--- src/rtl/branch_sched_pkg.sv ---
// Shared types for the branch scheduler: branch kinds, queued entry, FSM states.
// Also holds the sequential-PC helper used for the not-taken redirect.
package branch_sched_pkg;

   localparam int BS_TAG_W = 4;

   typedef enum logic [1:0] {
      BR_EQ  = 2'd0,
      BR_LT  = 2'd1,
      BR_LTU = 2'd2,
      BR_RSV = 2'd3
   } branch_type_t;

   typedef struct packed {
      branch_type_t          btype;
      logic                  gate_sel;
      logic [31:0]           reg_a;
      logic [31:0]           reg_b;
      logic [31:0]           pc;
      logic [31:0]           imm;
      logic                  pred_taken;
      logic [BS_TAG_W-1:0]   tag;
   } branch_entry_t;

   typedef logic [1:0] bsched_state_t;

   localparam bsched_state_t S_IDLE    = 2'd0;
   localparam bsched_state_t S_BUSY    = 2'd1;
   localparam bsched_state_t S_RESOLVE = 2'd2;
   localparam bsched_state_t S_FLUSH   = 2'd3;

   // Wraps modulo 2^32 (0xFFFFFFFC -> 0x0).
   function automatic logic [31:0] seq_pc(input logic [31:0] pc);
      return pc + 32'd4;
   endfunction

endpackage

--- src/rtl/branch_sched_if.sv ---
// Issue / FU / resolution bundle of the branch scheduler.
// slave = scheduler side, master = issue stage + FU + ROB side.
interface branch_sched_if
   import branch_sched_pkg::*;
#(
   parameter int TAG_W = BS_TAG_W
) ();

   logic             iss_valid;
   logic             iss_ready;
   logic [1:0]       iss_branch_type;
   logic             iss_gate_sel;
   logic [31:0]      iss_reg_a;
   logic [31:0]      iss_reg_b;
   logic [31:0]      iss_pc;
   logic [31:0]      iss_imm;
   logic             iss_pred_taken;
   logic [TAG_W-1:0] iss_tag;

   logic             fu_branch;
   logic [1:0]       fu_branch_type;
   logic             fu_gate_sel;
   logic [31:0]      fu_reg_a;
   logic [31:0]      fu_reg_b;
   logic [31:0]      fu_current_pc;
   logic [31:0]      fu_imm;
   logic             fu_done;
   logic             fu_taken;
   logic [31:0]      fu_target;

   logic             res_valid;
   logic [TAG_W-1:0] res_tag;
   logic             res_mispredict;
   logic             flush;
   logic [31:0]      redirect_pc;

   modport slave (
      input  iss_valid, iss_branch_type, iss_gate_sel,
      input  iss_reg_a, iss_reg_b, iss_pc, iss_imm,
      input  iss_pred_taken, iss_tag,
      output iss_ready,
      output fu_branch, fu_branch_type, fu_gate_sel,
      output fu_reg_a, fu_reg_b, fu_current_pc, fu_imm,
      input  fu_done, fu_taken, fu_target,
      output res_valid, res_tag, res_mispredict,
      output flush, redirect_pc
   );

   modport master (
      output iss_valid, iss_branch_type, iss_gate_sel,
      output iss_reg_a, iss_reg_b, iss_pc, iss_imm,
      output iss_pred_taken, iss_tag,
      input  iss_ready,
      input  fu_branch, fu_branch_type, fu_gate_sel,
      input  fu_reg_a, fu_reg_b, fu_current_pc, fu_imm,
      output fu_done, fu_taken, fu_target,
      input  res_valid, res_tag, res_mispredict,
      input  flush, redirect_pc
   );

endinterface

--- src/rtl/branch_sched_fifo.sv ---
// In-order pending-branch queue: DEPTH entries, push/pop/clear, full/empty.
// Ports: clk, rst (sync, high), push/wdata, pop/rdata (head), clear, full, empty.
module branch_sched_fifo
   import branch_sched_pkg::*;
#(
   parameter int DEPTH = 4
) (
   input  logic          clk,
   input  logic          rst,
   input  logic          push,
   input  branch_entry_t wdata,
   input  logic          pop,
   input  logic          clear,
   output branch_entry_t rdata,
   output logic          full,
   output logic          empty
);

   localparam int AW = $clog2(DEPTH);

   branch_entry_t mem_q [DEPTH];
   logic [AW-1:0] wr_ptr_q, wr_ptr_d;
   logic [AW-1:0] rd_ptr_q, rd_ptr_d;
   logic [AW:0]   count_q, count_d;
   logic          do_push;
   logic          do_pop;

   assign full    = (count_q == (AW+1)'(DEPTH));
   assign empty   = (count_q == '0);
   assign do_push = push && !full && !clear;
   assign do_pop  = pop && !empty && !clear;
   assign rdata   = mem_q[rd_ptr_q];

   always_comb begin
      wr_ptr_d = wr_ptr_q;
      rd_ptr_d = rd_ptr_q;
      count_d  = count_q;
      if (clear) begin
         wr_ptr_d = '0;
         rd_ptr_d = '0;
         count_d  = '0;
      end else begin
         if (do_push) wr_ptr_d = wr_ptr_q + AW'(1);
         if (do_pop)  rd_ptr_d = rd_ptr_q + AW'(1);
         count_d = count_q + (AW+1)'(do_push)
                           - (AW+1)'(do_pop);
      end
   end

   always_ff @(posedge clk) begin
      if (rst) begin
         wr_ptr_q <= '0;
         rd_ptr_q <= '0;
         count_q  <= '0;
      end else begin
         wr_ptr_q <= wr_ptr_d;
         rd_ptr_q <= rd_ptr_d;
         count_q  <= count_d;
      end
   end

   // Storage needs no reset: only entries below count are ever read out.
   always_ff @(posedge clk) begin
      if (do_push) mem_q[wr_ptr_q] <= wdata;
   end

endmodule

--- src/rtl/branch_sched.sv ---
// Schedules queued branches onto the single branch FU, one at a time, and
// reports resolution; on mispredict flushes/redirects and drops the queue.
// Ports: CLK, nRST (sync, active-high), bus (branch_sched_if.slave).
module branch_sched
   import branch_sched_pkg::*;
#(
   parameter int DEPTH = 4,
   parameter int TAG_W = BS_TAG_W
) (
   input  logic           CLK,
   input  logic           nRST,
   branch_sched_if.slave  bus
);

   bsched_state_t state_q, state_d;
   branch_entry_t cur_q, cur_d;
   logic          mis_q, mis_d;
   logic [31:0]   redir_q, redir_d;

   branch_entry_t in_entry;
   branch_entry_t head;
   branch_entry_t fu_op;
   logic [TAG_W-1:0] iss_tag_w;
   logic          full;
   logic          empty;
   logic          push;
   logic          launch;
   logic          q_clear;

   assign iss_tag_w     = bus.iss_tag;
   assign launch        = (state_q == S_IDLE) && !empty;
   assign q_clear       = (state_q == S_FLUSH);
   assign bus.iss_ready = !full && (state_q != S_FLUSH);
   assign push          = bus.iss_valid && bus.iss_ready;

   always_comb begin
      in_entry            = '0;
      in_entry.btype      = branch_type_t'(bus.iss_branch_type);
      in_entry.gate_sel   = bus.iss_gate_sel;
      in_entry.reg_a      = bus.iss_reg_a;
      in_entry.reg_b      = bus.iss_reg_b;
      in_entry.pc         = bus.iss_pc;
      in_entry.imm        = bus.iss_imm;
      in_entry.pred_taken = bus.iss_pred_taken;
      in_entry.tag        = iss_tag_w;
   end

   branch_sched_fifo #(
      .DEPTH (DEPTH)
   ) u_fifo (
      .clk   (CLK),
      .rst   (nRST),
      .push  (push),
      .wdata (in_entry),
      .pop   (launch),
      .clear (q_clear),
      .rdata (head),
      .full  (full),
      .empty (empty)
   );

   always_comb begin
      state_d = state_q;
      cur_d   = cur_q;
      mis_d   = mis_q;
      redir_d = redir_q;
      unique case (state_q)
         S_IDLE: begin
            if (!empty) begin
               state_d = S_BUSY;
               cur_d   = head;
            end
         end
         S_BUSY: begin
            if (bus.fu_done) begin
               state_d = S_RESOLVE;
               mis_d   = bus.fu_taken != cur_q.pred_taken;
               redir_d = bus.fu_taken ? bus.fu_target
                                      : seq_pc(cur_q.pc);
            end
         end
         S_RESOLVE: state_d = mis_q ? S_FLUSH : S_IDLE;
         S_FLUSH:   state_d = S_IDLE;
         default:   state_d = S_IDLE;
      endcase
   end

   always_ff @(posedge CLK) begin
      if (nRST) begin
         state_q <= S_IDLE;
         cur_q   <= '0;
         mis_q   <= 1'b0;
         redir_q <= '0;
      end else begin
         state_q <= state_d;
         cur_q   <= cur_d;
         mis_q   <= mis_d;
         redir_q <= redir_d;
      end
   end

   // In the launch cycle the head is shown directly so the FU sees the
   // operands alongside the pulse; afterwards the latched copy holds them.
   assign fu_op              = launch ? head : cur_q;
   assign bus.fu_branch      = launch;
   assign bus.fu_branch_type = fu_op.btype;
   assign bus.fu_gate_sel    = fu_op.gate_sel;
   assign bus.fu_reg_a       = fu_op.reg_a;
   assign bus.fu_reg_b       = fu_op.reg_b;
   assign bus.fu_current_pc  = fu_op.pc;
   assign bus.fu_imm         = fu_op.imm;

   assign bus.res_valid      = (state_q == S_RESOLVE);
   assign bus.res_tag        = bus.res_valid ? cur_q.tag : '0;
   assign bus.res_mispredict = bus.res_valid && mis_q;
   assign bus.flush          = (state_q == S_FLUSH);
   assign bus.redirect_pc    = bus.flush ? redir_q : '0;

endmodule
--- src/flat_wrapper.sv ---
// flat-port wrapper written by rule: the top's interface ports become plain ports
module branch_sched_flat import branch_sched_pkg::*;
#(
   parameter int DEPTH = 4,
   parameter int TAG_W = BS_TAG_W
)
  (CLK, nRST, bus_iss_valid, bus_iss_branch_type, bus_iss_gate_sel, bus_iss_reg_a, bus_iss_reg_b, bus_iss_pc, bus_iss_imm, bus_iss_pred_taken, bus_iss_tag, bus_iss_ready, bus_fu_branch, bus_fu_branch_type, bus_fu_gate_sel, bus_fu_reg_a, bus_fu_reg_b, bus_fu_current_pc, bus_fu_imm, bus_fu_done, bus_fu_taken, bus_fu_target, bus_res_valid, bus_res_tag, bus_res_mispredict, bus_flush, bus_redirect_pc);
  branch_sched_if #(.TAG_W(TAG_W)) bus_i ();
  input  logic CLK;
  input  logic nRST;
  input wire logic [$bits(bus_i.iss_valid)-1:0] bus_iss_valid;
  input wire logic [$bits(bus_i.iss_branch_type)-1:0] bus_iss_branch_type;
  input wire logic [$bits(bus_i.iss_gate_sel)-1:0] bus_iss_gate_sel;
  input wire logic [$bits(bus_i.iss_reg_a)-1:0] bus_iss_reg_a;
  input wire logic [$bits(bus_i.iss_reg_b)-1:0] bus_iss_reg_b;
  input wire logic [$bits(bus_i.iss_pc)-1:0] bus_iss_pc;
  input wire logic [$bits(bus_i.iss_imm)-1:0] bus_iss_imm;
  input wire logic [$bits(bus_i.iss_pred_taken)-1:0] bus_iss_pred_taken;
  input wire logic [$bits(bus_i.iss_tag)-1:0] bus_iss_tag;
  output wire logic [$bits(bus_i.iss_ready)-1:0] bus_iss_ready;
  output wire logic [$bits(bus_i.fu_branch)-1:0] bus_fu_branch;
  output wire logic [$bits(bus_i.fu_branch_type)-1:0] bus_fu_branch_type;
  output wire logic [$bits(bus_i.fu_gate_sel)-1:0] bus_fu_gate_sel;
  output wire logic [$bits(bus_i.fu_reg_a)-1:0] bus_fu_reg_a;
  output wire logic [$bits(bus_i.fu_reg_b)-1:0] bus_fu_reg_b;
  output wire logic [$bits(bus_i.fu_current_pc)-1:0] bus_fu_current_pc;
  output wire logic [$bits(bus_i.fu_imm)-1:0] bus_fu_imm;
  input wire logic [$bits(bus_i.fu_done)-1:0] bus_fu_done;
  input wire logic [$bits(bus_i.fu_taken)-1:0] bus_fu_taken;
  input wire logic [$bits(bus_i.fu_target)-1:0] bus_fu_target;
  output wire logic [$bits(bus_i.res_valid)-1:0] bus_res_valid;
  output wire logic [$bits(bus_i.res_tag)-1:0] bus_res_tag;
  output wire logic [$bits(bus_i.res_mispredict)-1:0] bus_res_mispredict;
  output wire logic [$bits(bus_i.flush)-1:0] bus_flush;
  output wire logic [$bits(bus_i.redirect_pc)-1:0] bus_redirect_pc;
  assign bus_i.iss_valid = bus_iss_valid;
  assign bus_i.iss_branch_type = bus_iss_branch_type;
  assign bus_i.iss_gate_sel = bus_iss_gate_sel;
  assign bus_i.iss_reg_a = bus_iss_reg_a;
  assign bus_i.iss_reg_b = bus_iss_reg_b;
  assign bus_i.iss_pc = bus_iss_pc;
  assign bus_i.iss_imm = bus_iss_imm;
  assign bus_i.iss_pred_taken = bus_iss_pred_taken;
  assign bus_i.iss_tag = bus_iss_tag;
  assign bus_iss_ready = bus_i.iss_ready;
  assign bus_fu_branch = bus_i.fu_branch;
  assign bus_fu_branch_type = bus_i.fu_branch_type;
  assign bus_fu_gate_sel = bus_i.fu_gate_sel;
  assign bus_fu_reg_a = bus_i.fu_reg_a;
  assign bus_fu_reg_b = bus_i.fu_reg_b;
  assign bus_fu_current_pc = bus_i.fu_current_pc;
  assign bus_fu_imm = bus_i.fu_imm;
  assign bus_i.fu_done = bus_fu_done;
  assign bus_i.fu_taken = bus_fu_taken;
  assign bus_i.fu_target = bus_fu_target;
  assign bus_res_valid = bus_i.res_valid;
  assign bus_res_tag = bus_i.res_tag;
  assign bus_res_mispredict = bus_i.res_mispredict;
  assign bus_flush = bus_i.flush;
  assign bus_redirect_pc = bus_i.redirect_pc;
  branch_sched #(.DEPTH(DEPTH), .TAG_W(TAG_W)) u_core (.CLK(CLK), .nRST(nRST), .bus(bus_i));
endmodule
--- config.mk ---
export PLATFORM = sky130hd
export DESIGN_NAME = branch_sched_flat
export DESIGN_NICKNAME = d
export VERILOG_FILES = /design/src/rtl/branch_sched_pkg.sv /design/src/rtl/branch_sched_if.sv /design/src/rtl/branch_sched_fifo.sv /design/src/rtl/branch_sched.sv /design/src/flat_wrapper.sv
export SDC_FILE = /design/constraint.sdc
export NUM_CORES = 1
export LEC_CHECK = 0
export CAP_MARGIN = 20
export CORE_MARGIN = 2
export CORE_UTILIZATION = 46
export CTS_CLUSTER_SIZE = 16
export DETAILED_ROUTE_END_ITERATION = 16
export PLACE_DENSITY_LB_ADDON = 0.1
export SETUP_SLACK_MARGIN = 0.3
export SYNTH_ARGS = -nofsm -noshare
export SYNTH_HDL_FRONTEND = slang
export SYNTH_SLANG_ARGS = --single-unit
--- constraint.sdc ---
create_clock -name CLK -period 6.1 [get_ports CLK]
set_input_delay 1.525 -clock CLK [delete_from_list [all_inputs] [get_ports CLK]]
set_output_delay 1.525 -clock CLK [all_outputs]
set_load 0.02 [all_outputs]
==> summary.md, run 1 <==
| Metric | Value |
|---|---|
| Synthesis-to-finish area growth | `25.2%` |
| Die X | `248 um` |
| Final Max Slew Viols | `0` |
| DR pass1 iterations | `8` |
| First-pass GRT wire length | `94600 um` |
| Synth area leader | `edfxtp_1` |
| Die height | `248 um` |
| Hold crit path type | `register to register` |
| Crit path from | `u_core.state_q[0]` |
| Register-to-Register Path Depth | `9` |
| Tcrit/Tclk final | `88.6%` |
| Total Wirelength | `63400 um` |
| Vias/cell | `5.32` |
| Hold_buf cts | `0` |
| RR Startpoint | `u_core.state_q[1]` |
| Mapped Area | `0.0274 mm^2` |
| Cts bufs inserted | `75` |
| Synthesized net count | `1975` |
| Post-route ant nets | `0` |
| Post-route cell area | `0.0343 mm^2` |
| DRC viols | `0` |
| Row cnt | `89` |
| Max Fclk | `185 MHz` |
| Synth top area cells | `edfxtp_1, dfxtp_1, mux4_2` |
| Clk Tree Root Cell | `clkbuf_16` |
| DR WL/cell | `21.3 um` |
| Antenna violations before repair | `11` |
| Unrepaired setup endpoints after global routing | `no` |
| Final TNS setup | `0 ps` |
| Vias in the first global route | `15900` |
| Synth unique cells | `42` |
| CTS sink count | `724` |
| Maximum VDD drop | `338 uV` |
| CP arrival | `3880 ps` |
| Initial DRC count | `948` |
| Reg2reg end | `u_core.u_fifo.count_q[2]` |
| Crit start category | `register` |
| Syn Area/Cell | `15.3 um^2` |
| Area share of the largest cell type after synthesis | `59.5%` |
| Async SR Flop Fraction | `0%` |
| Reg2Reg Setup Slack | `2700 ps` |
| Max_slew headroom | `36.4%` |
| Vias | `15800` |
| Worst-Margin Slew | `954 ps` |
| Largest net degree at the start of global routing | `106` |
| Crit-path max FO | `52` |
| RePlAce Congestion | `0.851` |
| WHS Path Cells | `2` |
| Power per cell area | `492 mW/mm^2` |
| Final hold vios | `0` |
| Core Footprint | `0.0590 mm^2` |
| Gr usage total | `20.6%` |
| Initial Util | `46.5%` |
| # nets final | `2322` |
| Layout cells sized above 1 | `13.5%` |
| Critical Path End Type | `output port` |
| CTS tree | `done` |
| Number of setup violations in the final report | `0` |
| Seq/Total Area, Yosys | `72.7%` |
| Die area | `0.0616 mm^2` |
| WHS Endpoint | `u_core.cur_q[2]` |
| Kind of critical path | `register to output port` |
| Synth Register Bits | `724` |
| Post-CTS Setup Inserts | `0` |
| Post-synth EDFFs | `544` |
| H-tree lvl count | `3` |
| Post-route minimum period | `5400 ps` |
| Port-buffer cells | `344` |
| Placed wire-length estimate | `40100 um` |
| Max-cap violations | `0` |
| Worst clock skew | `23.7 ps` |
| Yosys warnings | `0` |
| I/O Pins | `345` |
| Post-CTS sizing | `0` |
| Ys flop type | `edfxtp_1` |
| Clock Tree Buf Depth | `3` |
| Outcome | `completed` |
| Grt total ovfl | `0` |
| Leak | `12.0 nW` |
| Cells after Synth | `1794` |
| Post-place instance area | `0.0318 mm^2` |
| Critical Path RT | `4580 ps` |
| Worst-skew pair later-pin latency | `610 ps` |
| Hold Crit Start | `u_core.cur_q[2]` |
| Clk slew on worst S/H paths | `60 ps` |
==> cell families (layout without fill, tap and decap cells) <==
logic type      Yosys count  in the layout  share of synthesized area [%]
flops                   724            724                           72.7
simple gates            565            565                           8.91
compound gates          208            208                           4.00
mux                     141            141                           11.3
buf+inv                 117            525                           1.67
xor+xnor                 31             31                          0.990
fa+ha+maj                 8              8                          0.392
other cells               0              3                              0
==> Yosys cell counts, types with 9 or more instances <==
cell	instances
xnor2_1	10
a211oi_1	14
and3_1	53
nand3_1	13
buf_2	15
nand2_1	434
nand3b_1	9
nor2_1	19
xor2_1	21
edfxtp_1	544
dfxtp_1	180
o21ai_0	15
inv_1	11
a21oi_1	163
mux4_2	136
clkbuf_1	82
==> flip-flops by register name (all words and copies together) (netlist names), named ones only <==
signal / count
u_core.u_fifo.mem_q: 544
u_core.cur_q: 136
u_core.redir_q: 32
u_core.u_fifo.count_q: 3
u_core.state_q: 2
u_core.u_fifo.rd_ptr_q: 2
u_core.u_fifo.wr_ptr_q: 2
u_core.mis_q: 1
==> placed cells by master (no fill, tap or decap), types with 21 or more instances in the layout <==
cell type / n
clkbuf_16: 78
edfxtp_1: 544
dfxtp_1: 178
mux4_2: 136
and3_1: 49
clkdlybuf4s50_1: 343
xor2_1: 21
a21oi_1: 163
nand2_1: 434
buf_4: 21
==> report_power, final <==
part           switching, W  internal (W)
clock network       0.00185       0.00276
logic               0.00325       0.00244
registers          0.000422       0.00616
total               0.00552        0.0114
==> per-stage QoR <==
stage	hold slack, ps	util, %	setup WS (ps)	instances	total power, W
2_1_floorplan	428	-	901	1794	0.00996
3_3_place_gp	437	53.9	1290	2836	0.0124
3_5_place_dp	449	53.9	1240	2836	0.0125
4_1_cts	457	58.2	612	2974	0.0171
5_1_grt	480	58.2	478	2976	0.0178
6_report	458	58.2	697	2978	0.0169
==> area by class of cell <==
type | count | area (um^2)
Multi-Input combinational cell | 953 | 7060
Sequential cell | 724 | 19900
Tap cell | 773 | 967
Antenna cell | 3 | 7.51
Fill cell | 4682 | 24700
Inverter | 12 | 47.5
Clock buffer | 102 | 2130
Timing Repair Buffer | 375 | 3790
Clock inverter | 36 | 384
==> worst max-delay path by stage <==
stage	end	slack, ps	cells past startpoint
5_1_grt	bus_fu_reg_b[30]	480	6
3_3_place_gp	bus_fu_reg_b[30]	1290	6
4_1_cts	bus_fu_reg_b[30]	610	6
6_report	bus_fu_reg_b[30]	700	6
2_1_floorplan	u_core.u_fifo.mem_q[0][0]	900	1
3_5_place_dp	bus_fu_reg_b[30]	1240	6
==> routing by layer <==
metal,vias up,share of wire [%],GRT usage (%),wire length (um)
li1,7404,-,-,-
met1,7963,43,27.2,27000
met2,378,49,34.2,31200
met3,87,6.3,4.77,3980
met4,16,1.7,5.99,1100
met5,-,0.17,0,110
==> critical path: stages (launching register included) <==
cell and delay [ps]:
dfxtp_1 600, or3_4 700, inv_4 590, buf_4 450, nand2_1 160, nand2_1 150
clkdlybuf4s50_1 620
Power figures use the tool's default switching activity.
==> run 2: changes to the inputs <==
- ABC_AREA: default -> 1
- CORE_ASPECT_RATIO: default -> 0.5
==> run 2 against run 1 <==
  * Critical path depth grew 2
  * Area after synthesis rose by 3.8%
  * Total power rose by 8.2%
  * Clock skew is 11 ps lower
  * Clock-buffer cell count down 5
  * Largest power group is now combinational logic
  * Critical endpoint is now bus_fu_imm[27]
  * Critical path type unchanged
  * Cell count is 26% higher
  * Clock power shrank 10%
==> summary.md, run 2 <==
| Metric | Value |
|---|---|
| Outcome | `completed` |
| Max reg flops | `544` |
| Crit-path max FO | `77` |
| Post-synth EDFFs | `544` |
| Antenna violations before repair | `3` |
| Worst-Margin Slew | `947 ps` |
| Ys flop type | `edfxtp_1` |
| Clock Tree Buf Depth | `3` |
| Maximum VDD drop | `522 uV` |
| CP cell instances | `nor3_2 -> nor3_4 -> buf_4 -> buf_4 -> or2_2 -> o21ai_1 -> inv_1 -> clkdlybuf4s50_1` |
| Vias/cell | `5.13` |
| Mapped Area | `0.0285 mm^2` |
| RePlAce Congestion | `0.873` |
| CTS sink count | `724` |
| Number of setup violations in the final report | `0` |
| Row cnt | `64` |
| Power per cell area | `524 mW/mm^2` |
| I/O Pins | `345` |
| Vias | `19200` |
| Commonest cells post-synth | `edfxtp_1, nor2_1, o21ai_0` |
| Synthesized net count | `2747` |
| Worst clock skew | `13.1 ps` |
| Syn Area/Cell | `11.1 um^2` |
| Delay of the slowest critical-path stage | `720 ps` |
| Post-route minimum period | `5050 ps` |
| Post-route insts no fill | `3739` |
| DR pass1 iterations | `5` |
| Top reg by flops | `u_core.u_fifo.mem_q` |
| Clk Tree Root Cell | `clkbuf_16` |
| Busiest grt layer | `met2` |
| Layout cells sized above 1 | `7.94%` |
| Top-count cell post-synth | `edfxtp_1` |
| Unrepaired setup endpoints after global routing | `no` |
| Hold_buf cts | `0` |
| Max_slew headroom | `36.8%` |
| Max-cap violations | `0` |
| Crit start category | `register` |
| Placed wire-length estimate | `41700 um` |
| Synth top area cells | `edfxtp_1, dfxtp_1, nor2_1` |
| Cts bufs inserted | `67` |
| Cell at the slowest stage of the critical path | `buf_4` |
| Post-place instance area | `0.0327 mm^2` |
| Max Fclk | `198 MHz` |
| Placed cells | `3613` |
| CP delay by family, top | `buffers and inverters` |
| Grt total ovfl | `0` |
| Synth unique cells | `33` |
| DRC viols | `0` |
| Synthesis-to-finish area growth | `22.4%` |
| Die X | `356 um` |
| Top flop regs | `u_core.u_fifo.mem_q x544, u_core.cur_q x136, u_core.redir_q x32` |
| Final hold vios | `0` |
| CP arrival | `3530 ps` |
| Cells after Synth | `2566` |
| Hold crit path type | `register to register` |
| Critical Path End Type | `output port` |
| Seq/Total Area, Yosys | `70.0%` |
| Synth Register Bits | `724` |
| First-pass GRT wire length | `108000 um` |
| Critical Path RT | `4580 ps` |
| Most Frequent Cell on Critical Path | `buf_4` |
| Post-route ant nets | `0` |
| Yosys warnings | `0` |
| CTS tree | `done` |
| Area share of the largest cell type after synthesis | `57.3%` |
| Post-CTS Setup Inserts | `0` |
| Met1 Use GR | `28.7%` |
| Kind of critical path | `register to output port` |
| Core Footprint | `0.0612 mm^2` |
| Initial DRC count | `1401` |
| Gr usage total | `21.8%` |
| H-tree lvl count | `3` |
| Worst-skew pair later-pin latency | `590 ps` |
| Vias in the first global route | `18600` |
| Global-route met3 utilization | `3.51%` |
| Most common cell after layout, fill and taps aside | `edfxtp_1` |
| Clk slew on worst S/H paths | `70 ps` |
| Port-buffer cells | `344` |
| Post-CTS sizing | `0` |
| Die height | `180 um` |
| Synth area leader | `edfxtp_1` |
| Grt met2 use | `37.1%` |
| Tcrit/Tclk final | `82.8%` |
| Post-route cell area | `0.0349 mm^2` |
| Die area | `0.0641 mm^2` |
| Leak | `12.6 nW` |
| # nets final | `3039` |
| Crit path buf inv count | `4` |
| Initial Util | `46.6%` |
| Final Max Slew Viols | `0` |
| Total Wirelength | `70500 um` |
| DR WL/cell | `18.9 um` |
| Largest net degree at the start of global routing | `166` |
| Most frequent cells in the layout | `edfxtp_1, nor2_1, clkdlybuf4s50_1` |
| Async SR Flop Fraction | `0%` |
-- run 2: kinds of logic after synthesis --
| group | share of synthesized area [%] |
|---|---|
| AOI/OAI and AO/OA | 11.9 |
| adders and majority gates | 0.378 |
| xor gates and xnor gates | 0.277 |
| DFF | 70.0 |
| buffers and inverters | 5.42 |
| and+or+nand+nor | 12.0 |
-- run 2: path summary, 6_finish.rpt --
kind	startpoint	end	slack [ps]	cells after the start
worst max-delay path	u_core.u_fifo.count_q[1]	bus_fu_imm[27]	1050	8
worst min-delay path	u_core.u_fifo.rd_ptr_q[1]	register	460	2
worst max register to register	u_core.state_q[1]	u_core.u_fifo.mem_q[0][60]	3180	6
worst min register to register	u_core.u_fifo.rd_ptr_q[1]	register	460	2
-- run 2: worst register-to-register path: stages, from the launching register on --
cell and delay, ps:
dfxtp_1 380, nand2_1 350, inv_1 140, a21oi_1 210, nand2_2 240, nor2_4 770, buf_4 480
-- run 2: layer usage --
metal,routed length [um],share of wire (%)
met1,30800,44
met2,35200,50
met3,2950,4.2
met4,1520,2.2
met5,0,0
-- run 2: power breakdown --
| group | total [W] | switching [W] | leakage, nW | internal [W] |
|---|---|---|---|---|
| clock network | 0.00413 | 0.00179 | 1.05 | 0.00234 |
| logic | 0.00772 | 0.00475 | 5.10 | 0.00297 |
| registers | 0.00642 | 0.000306 | 6.47 | 0.00611 |
| total | 0.0183 | 0.00685 | 12.6 | 0.0114 |
-- run 2: cell type report --
cell class / instances / area (um^2)
Timing Repair Buffer: 375 / 3870
Clock buffer: 97 / 1930
Inverter: 222 / 848
Clock inverter: 25 / 206
Sequential cell: 724 / 19900
Multi-Input combinational cell: 1468 / 7030
Fill cell: 5234 / 26300
Tap cell: 825 / 1030
Antenna cell: 3 / 7.51
-- run 2: per-stage QoR --
stage | utilization, % | hold slack [ps] | worst slack (ps) | setup TNS, ps | power (W)
global placement | 53.5 | 446 | 1680 | 0 | 0.0142
floorplan | - | 430 | -1850 | -1007350 | 0.0113
detailed placement | 53.5 | 446 | 1650 | 0 | 0.0143
global route | 57.0 | 485 | 812 | 0 | 0.0194
CTS | 57.0 | 457 | 987 | 0 | 0.0185
finish | 57.0 | 457 | 1050 | 0 | 0.0183
==> run 3: changes to the inputs <==
- clock period: 6.1 -> 5 ns (I/O delays scaled with it)
==> run 3 against run 2 <==
  * Flip-flop and latch count stayed put
  * Register-to-register slack worse by 780 ps
  * Wire length is 0.35% higher
  * Worst setup slack worse by 310 ps
  * Non-clock buffer count is 12 higher
  * Cell count is 0.32% higher
  * Via count is 0.54% higher
  * Combinational power is 24% higher
  * Critical path type unchanged
  * Largest cell class unchanged
==> summary.md, run 3 (synthesis gave the netlist of run 2 again) <==
| Metric | Value |
|---|---|
| Tcrit/Tclk final | `85.1%` |
| Post-CTS sizing | `0` |
| Post-CTS Setup Inserts | `0` |
| Synthesis-to-finish area growth | `22.9%` |
| CTS sink count | `724` |
| Worst-Margin Slew | `921 ps` |
| Initial DRC count | `1317` |
| Reg2Reg Setup Slack | `2400 ps` |
| Final hold vios | `0` |
| Placed cells | `3626` |
| Core Footprint | `0.0612 mm^2` |
| Layout cells sized above 1 | `8.39%` |
| Max-cap violations | `0` |
| Flip-flop and latch area | `0.0199 mm^2` |
| WHS Path Cells | `2` |
| Util after Layout | `57.2%` |
| Post-route minimum period | `4260 ps` |
| Design Power | `0.0224 W` |
| Cts bufs inserted | `67` |
| Worst clock skew | `21.6 ps` |
| Multi-input logic area | `0.00703 mm^2` |
| CTS tree | `done` |
| Number of setup violations in the final report | `0` |
| Largest net degree at the start of global routing | `201` |
| RePlAce Congestion | `0.842` |
| Most frequent cells in the layout | `edfxtp_1, nor2_1, clkdlybuf4s50_1` |
| Top reg by flops | `u_core.u_fifo.mem_q` |
| Leak | `12.7 nW` |
| Worst-skew pair later-pin latency | `590 ps` |
| Hold Crit Start | `u_core.u_fifo.rd_ptr_q[1]` |
| Total Wirelength | `70800 um` |
| Die height | `180 um` |
| Max Fclk | `235 MHz` |
| Max reg flops | `544` |
| Row cnt | `64` |
| Critical Path End Type | `output port` |
| Max_slew headroom | `38.6%` |
| Antenna violations before repair | `5` |
| Initial Util | `46.6%` |
| Post-route insts no fill | `3751` |
| First-pass GRT wire length | `109000 um` |
| Outcome | `completed` |
| DR pass1 iterations | `5` |
| Grt total ovfl | `0` |
| Clk Tree Root Cell | `clkbuf_16` |
| Crit start category | `register` |
| H-tree lvl count | `3` |
| Final Max Slew Viols | `0` |
| # nets final | `3051` |
| Placed wire-length estimate | `40900 um` |
| Unrepaired setup endpoints after global routing | `no` |
| Port-buffer cells | `344` |
| Clock Tree Buf Depth | `3` |
| Final setup margin | `743 ps` |
| Vias in the first global route | `18800` |
| Vias | `19300` |
| CP arrival | `3010 ps` |
| Die area | `0.0641 mm^2` |
| Pre-CTS setup slack | `1360 ps` |
| Crit-path max FO | `200` |
| Maximum VDD drop | `547 uV` |
| Fillers | `5221` |
| Reg2reg end | `u_core.u_fifo.count_q[2]` |
| Kind of critical path | `register to output port` |
| Hold_buf cts | `0` |
| DRC viols | `0` |
| RR Startpoint | `u_core.u_fifo.count_q[1]` |
| Gr usage total | `22.1%` |
| DR WL/cell | `18.9 um` |
| Register-to-Register Path Depth | `10` |
| Power per cell area | `640 mW/mm^2` |
| Hold crit path type | `register to register` |
| Vias/cell | `5.14` |
| Post-route ant nets | `0` |
| Top flop regs | `u_core.u_fifo.mem_q x544, u_core.cur_q x136, u_core.redir_q x32` |
| Die X | `356 um` |
| Clk slew on worst S/H paths | `70 ps` |
| I/O Pins | `345` |
| Critical Path RT | `3750 ps` |
| Most common cell after layout, fill and taps aside | `edfxtp_1` |
## run 3: changes by cell type in the layout (fill, tap and decap cells not counted), sizes merged
cell,change
buf,+12
clkbuf,-5
clkinv,+4
diode,+2
bufinv,+1
clkinvlp,-1
inv,-1
## run 3: how the worst max path moves through the flow
stage             startpoint                         to  cells past startpoint
2_1_floorplan  bus_iss_valid  u_core.u_fifo.mem_q[0][0]                      2
3_3_place_gp        register       bus_fu_current_pc[3]                      6
3_5_place_dp        register            bus_fu_reg_b[4]                      6
4_1_cts             register            bus_fu_reg_b[4]                      6
5_1_grt             register      bus_fu_current_pc[29]                      6
6_report            register           bus_fu_reg_a[28]                      6
## run 3: per-layer routing
metal	routed length [um]	global-route usage, %
met1	30700	28.5
met2	34900	38.1
met3	3200	3.62
met4	1940	6.95
met5	0	0
## run 3: area by class of cell
class	instances	area share, %
sequential	724	57.0
multi-input combinational	1468	20.1
timing repair buffer	387	11.4
clock buffer	92	5.35
tap	825	2.95
inverter	222	2.42
clock inverter	28	0.719
antenna	5	0.0357
## run 3: worst max-delay path, cell delays in order, from the launching register on
cell and delay [ps]:
dfxtp_4 400, buf_12 580, o21ai_0 230, o22ai_1 250, o21ai_1 120, inv_1 70
clkdlybuf4s50_1 590
## run 3: power by group
part	switching [W]	leakage (nW)	internal [W]	total, W
clock network	0.00220	1.05	0.00284	0.00504
registers	0.000316	6.47	0.00745	0.00777
logic	0.00590	5.17	0.00368	0.00958
total	0.00842	12.7	0.0140	0.0224
## run 3: stage by stage
stage	hold WS (ps)	instance area [um^2]	setup TNS, ps
finish	459	35000	0
global route	489	35000	0
CTS	460	35000	0
detailed placement	450	32900	0
global placement	441	32900	0
floorplan	430	28500	-212370
